**src/rtl/pll_reconf_ctrl.sv**
```systemverilog
// Run-time PLL reconfiguration sequencer: gates the system clock, applies a new PLL code,
// waits for a filtered relock with timeout, and falls back to the bypass code on failure.
module pll_reconf_ctrl #(
    parameter int LOCK_FILT = 16,
    parameter int TIMEOUT   = 4096,
    parameter int GATE_DLY  = 8
) (
    input  logic       clk_i,
    input  logic       rst_n_i,
    input  logic       req_valid_i,
    input  logic [2:0] req_cfg_i,
    output logic       req_ready_o,
    input  logic       err_clr_i,
    input  logic       pll_lock_i,
    output logic [2:0] pll_cfg_o,
    output logic [2:0] cur_cfg_o,
    output logic       clk_gate_en_o,
    output logic       periph_rst_n_o,
    output logic       busy_o,
    output logic       done_o,
    output logic       err_o
);

    typedef enum logic [2:0] {BOOT, RUN, GATE, APPLY, WAIT_LOCK, UNGATE, HALT} state_t;

    state_t      state, next_state;
    logic        sync1, lock_s;
    logic [7:0]  filt_cnt;
    logic [7:0]  dly_cnt;
    logic [15:0] to_cnt;
    logic [2:0]  new_cfg;
    logic        fallback;
    logic        quiet;
    logic        lock_ok, timeout, dly_done;
    logic        enter_wait, accept_new, accept_same, lock_loss;
    logic        first_to, relocked, finish, halt_go;

    assign lock_ok     = (filt_cnt == 8'(LOCK_FILT));
    assign timeout     = (to_cnt == 16'(TIMEOUT - 1));
    assign dly_done    = (dly_cnt == 8'(GATE_DLY - 1));
    assign busy_o      = (state != RUN);
    // Ready is withheld while lock is lost so a held request waits for the return to RUN.
    assign req_ready_o = (state == RUN) && lock_s;

    always_ff @(posedge clk_i or negedge rst_n_i) begin
        if (!rst_n_i) state <= BOOT;
        else          state <= next_state;
    end

    always_comb begin
        next_state  = state;
        enter_wait  = 1'b0;
        accept_new  = 1'b0;
        accept_same = 1'b0;
        lock_loss   = 1'b0;
        first_to    = 1'b0;
        relocked    = 1'b0;
        finish      = 1'b0;
        halt_go     = 1'b0;
        case (state)
            BOOT, WAIT_LOCK: begin
                if (lock_ok) begin
                    relocked   = 1'b1;
                    next_state = UNGATE;
                end else if (timeout) begin
                    if (fallback) begin
                        halt_go    = 1'b1;
                        next_state = HALT;
                    end else begin
                        first_to   = 1'b1;
                        enter_wait = 1'b1;
                        next_state = WAIT_LOCK;
                    end
                end
            end
            RUN: begin
                if (!lock_s) begin
                    lock_loss  = 1'b1;
                    enter_wait = 1'b1;
                    next_state = WAIT_LOCK;
                end else if (req_valid_i) begin
                    if (req_cfg_i == cur_cfg_o) begin
                        accept_same = 1'b1;
                    end else begin
                        accept_new = 1'b1;
                        next_state = GATE;
                    end
                end
            end
            GATE: begin
                if (dly_done) next_state = APPLY;
            end
            APPLY: begin
                enter_wait = 1'b1;
                next_state = WAIT_LOCK;
            end
            UNGATE: begin
                if (dly_done) begin
                    finish     = 1'b1;
                    next_state = RUN;
                end
            end
            HALT:    next_state = HALT;
            default: next_state = BOOT;
        endcase
    end

    always_ff @(posedge clk_i or negedge rst_n_i) begin
        if (!rst_n_i) begin
            sync1          <= 1'b0;
            lock_s         <= 1'b0;
            filt_cnt       <= '0;
            to_cnt         <= '0;
            dly_cnt        <= '0;
            new_cfg        <= 3'b000;
            fallback       <= 1'b0;
            quiet          <= 1'b1;
            pll_cfg_o      <= 3'b000;
            cur_cfg_o      <= 3'b000;
            clk_gate_en_o  <= 1'b0;
            periph_rst_n_o <= 1'b0;
            done_o         <= 1'b0;
            err_o          <= 1'b0;
        end else begin
            sync1  <= pll_lock_i;
            lock_s <= sync1;

            if (enter_wait || !lock_s) filt_cnt <= '0;
            else if (!lock_ok)         filt_cnt <= filt_cnt + 8'd1;

            if (enter_wait)                                to_cnt <= '0;
            else if (state == BOOT || state == WAIT_LOCK) to_cnt <= to_cnt + 16'd1;

            if ((state == GATE || state == UNGATE) && !dly_done) dly_cnt <= dly_cnt + 8'd1;
            else                                                 dly_cnt <= '0;

            if (accept_new)     new_cfg <= req_cfg_i;
            else if (lock_loss) new_cfg <= cur_cfg_o;

            if (state == APPLY) pll_cfg_o <= new_cfg;
            else if (first_to)  pll_cfg_o <= 3'b000;

            if (relocked) cur_cfg_o <= pll_cfg_o;

            if (first_to)    fallback <= 1'b1;
            else if (finish) fallback <= 1'b0;

            // Boot and lock-loss recoveries complete silently; only software requests report done.
            if (lock_loss)   quiet <= 1'b1;
            else if (finish) quiet <= 1'b0;

            if (lock_loss || accept_new || halt_go) clk_gate_en_o <= 1'b0;
            else if (finish)                        clk_gate_en_o <= 1'b1;

            if (halt_go)     periph_rst_n_o <= 1'b0;
            else if (finish) periph_rst_n_o <= 1'b1;

            done_o <= accept_same || (finish && !quiet && !fallback);

            if (halt_go || first_to || state == HALT) err_o <= 1'b1;
            else if (err_clr_i)                        err_o <= 1'b0;
        end
    end

endmodule

```
**config.mk**
```make
export PLATFORM = sky130hd
export DESIGN_NAME = pll_reconf_ctrl
export DESIGN_NICKNAME = d
export VERILOG_FILES = /design/src/rtl/pll_reconf_ctrl.sv
export SDC_FILE = /design/constraint.sdc
export NUM_CORES = 1
export LEC_CHECK = 0
export BUFFER_PORTS_ARGS = -buffer_cell sky130_fd_sc_hd__buf_2
export CORE_MARGIN = 1.5
export CORE_UTILIZATION = 35
export DETAILED_ROUTE_END_ITERATION = 10
export GPL_ROUTABILITY_DRIVEN = 0
export PLACE_DENSITY = 0.64
export SKIP_CTS_REPAIR_TIMING = 1
export SYNTH_ARGS = -nofsm -noshare
export SYNTH_HDL_FRONTEND = slang
export SYNTH_SLANG_ARGS = --single-unit
```
**constraint.sdc**
```tcl
create_clock -name clk_i -period 2.05 [get_ports clk_i]
set_clock_uncertainty 0.2 [all_clocks]
set_input_delay 0.1025 -clock clk_i [delete_from_list [all_inputs] [get_ports clk_i]]
set_output_delay 0.1025 -clock clk_i [all_outputs]
set_load 0.01 [all_outputs]
```
==> run_results.csv <==
group,metric,value,unit
detailed_routing,routed.top_layer,"met4",
setup_path,worstPathRequired,2.04,ns
clocking,cts_root_buf,"clkbuf_8",
sta,hold_viol,0,
cells_and_area,drive_above_1_share,0.253,
detailed_routing,first_pass_iters,4,
setup_path,r2r_start,"filt_cnt[2]",
detailed_routing,drt_iter0_markers,111,
setup_path,crit_path_end_kind,"flop",
sta,worst_slew_pin_slew,0.488,ns
power_and_ir_drop,ir_drop,0.434,mV
logic_synthesis,ys_types,58,
setup_path,cp.depth,5,
floorplanning,num_io_pins,20,
setup_path,slowest_stage,"or3_4",
clocking,clkTransAtPathRegs,0.09,ns
floorplanning,start_util,0.367,
clocking,cts_max_level,2,
setup_path,cpPeakStageDelay,0.43,ns
detailed_routing,antenna_left,0,
setup_path,path_buf_inv,1,
setup_path,crit_path_end,"state[1]",
detailed_routing,met2_length,2610,um
place,port_buffers,19,
place,place_area,0.00305,mm^2
logic_synthesis,syn_nets,262,
setup_path,cp.arrival,1.98,ns
clocking,numCtsBuffers,5,
logic_synthesis,avgSynthCellArea,10.8,um^2
logic_synthesis,syn_inst,250,
setup_path,regToRegEndpoint,"state[1]",
setup_path,crit_fanout,4,
setup_path,crit_family,"simple AND/OR/NAND/NOR gates",
sta,min_period_over_period,0.968,
global_route,gr-usage-all-layers,0.147,
global_route,antenna_found_initial,0,
setup_path,rrSetupSlack,0.07,ns
logic_synthesis,synthArstFlopShare,1.00,
detailed_routing,route.detailed.drc,0,
floorplanning,die-area,0.00823,mm^2
clocking,ctsLongestPathBuffers,2,
cells_and_area,nets,311,
floorplanning,fp.dieH,90.7,um
detailed_routing,wire_per_inst,13.9,um
clocking,clock_sinks,52,
sta,setup-violations-final,0,
global_route,grt_pass1_vias,1939,
global_route,grt_overflow,0,
setup_path,path_cells,"or3_4 > or2_1 > buf_4 > and3_1 > o31a_1",
sta,max_freq,0.504,GHz
logic_synthesis,synth_ff_type,"dfrtp_1",
outcome,outcome,"finished, final reports clean",
power_and_ir_drop,leakage,1.51,nW
sta,tns,0,ns
place,dpl.hpwl,3940,um
logic_synthesis,ys_seq_area_frac,0.484,
floorplanning,core_area,0.00733,mm^2
clocking,cts_tree,"done",
setup_path,path_class,"reg -> reg",
cells_and_area,antenna_cells,0,
setup_path,critPathLaunch,"filt_cnt[2]",
cells_and_area,area_growth,21.9,%
detailed_routing,m1WireLength,2780,um
logic_synthesis,synth_edf_count,0,
global_route,grt_pass1_wl,9740,um
sta,maxSlewHeadroom,0.672,
hold_path,hold_path.class,"in -> async",
logic_synthesis,synth_warnings,0,
cells_and_area,stdcell_area,0.00328,mm^2
global_route,grt_start_max_net_pins,20,
power_and_ir_drop,power_density,619,mW/mm^2
setup_path,rr_worst_depth,5,
job,drv_cap,0,
detailed_routing,wl_met3,137,um
logic_synthesis,synthesis.area,0.00269,mm^2
floorplanning,die_w,90.7,um
sta,maxSlewViolCount,0,
floorplanning,rows,31,
detailed_routing,route.vias.total,2013,
detailed_routing,vias_per_cell,5.05,
detailed_routing,drt_wl_total,5560,um
sta,layout_min_cycle_time,1.98,ns
cells_and_area,post-route-util,0.448,
logic_synthesis,ys_seq_elements,52,
clocking,insertion_delay,0.30,ns
setup_path,worst_setup_path_start_kind,"flop",
synthesized netlist by cell type (all sizes together), types with 3 or more instances:
cell type | n | area, um^2
nor2b | 3 | 18.8
inv | 13 | 48.8
dfrtp | 51 | 1280
xnor2 | 9 | 78.8
buf | 8 | 60.1
nor3 | 17 | 85.1
nor2 | 21 | 81.3
o31ai | 3 | 22.5
nand3 | 14 | 70.1
o22ai | 3 | 18.8
nand4 | 5 | 31.3
a211oi | 5 | 52.6
a21o | 3 | 22.5
nand2 | 11 | 48.8
and2 | 3 | 18.8
or3 | 4 | 30.0
ha | 4 | 50.1
or4 | 4 | 30.0
clkbuf | 3 | 11.3
nand4bb | 3 | 33.8
mux2 | 4 | 45.0
and3 | 6 | 37.5
xor2 | 16 | 140
a221o | 4 | 40.0
o21ai | 5 | 28.8
metrics by stage:
step / hold WS [ns] / setup slack, ns / instances / power (mW)
global route: 0.109 / -0.000738 / 399 / 2.13
finish: 0.0766 / 0.0654 / 399 / 2.03
global placement: -0.124 / 0.0477 / 382 / 1.32
CTS: -0.466 / -0.0230 / 390 / 2.04
floorplan: -0.393 / 0.0913 / 250 / 1.26
detailed placement: -0.129 / 0.00565 / 382 / 1.32
how the worst min path moves through the flow:
| stage | startpoint | endpoint | slack, ns |
|---|---|---|---|
| 5_1_grt | rst_n_i | state[2] | 0.11 |
| 6_report | rst_n_i | state[2] | 0.08 |
| 3_3_place_gp | rst_n_i | dly_cnt[6] | -0.12 |
| 3_5_place_dp | rst_n_i | dly_cnt[2] | -0.13 |
| 4_1_cts | rst_n_i | state[2] | -0.47 |
| 2_1_floorplan | rst_n_i | clk_gate_en_o | -0.39 |
cell families (layout without fill, tap and decap cells):
group,Yosys count,in the layout,share of synthesized area
multiplexers,5,5,0.0204
AO/OA/AOI/OAI,37,37,0.129
flip-flops,52,52,0.484
adder cells (fa/ha/maj),4,4,0.0186
AND/OR/NAND/NOR,103,103,0.222
buffers and inverters,24,74,0.0446
XOR/XNOR,25,25,0.0813
report_power, final:
group	total, mW	switching (mW)	internal, mW
sequential	1.14	0.0528	1.08
clock	0.713	0.344	0.369
combinational	0.183	0.0955	0.0872
total	2.03	0.492	1.54
registers in the layout, summed over array words and instances (netlist names), 3 cells and up:
signal	count
new_cfg	3
to_cnt	16
state	3
filt_cnt	8
cur_cfg_o	3
dly_cnt	8
pll_cfg_o	3
cell usage in the layout (no fill, tap or decap), drive strengths merged, types with 4 or more instances in the layout:
cell	instances
dlygate4sd3	7
mux2	4
xor2	16
nand4	5
nor3	17
nand3	14
inv	14
or4	4
ha	4
o21ai	5
clkbuf	6
a211oi	5
xnor2	9
and3	6
buf	46
or3	4
nor2	21
dfrtp	51
nand2	11
a221o	4
area by class of cell:
| type | count | area, um^2 |
|---|---|---|
| clock buffers | 6 | 72.6 |
| clock inverters | 2 | 38.8 |
| fillers | 683 | 4050 |
| inverters | 13 | 48.8 |
| multi-input cells | 174 | 1300 |
| flip-flops and latches | 52 | 1300 |
| well taps | 99 | 124 |
| repair buffers | 53 | 393 |
routing by layer:
metal	vias to the layer above	track usage
li1	998	-
met4	0	0.0317
met5	-	0
met3	5	0.0253
met1	982	0.209
met2	28	0.232
No activity file was read; power rests on OpenSTA's default activity.
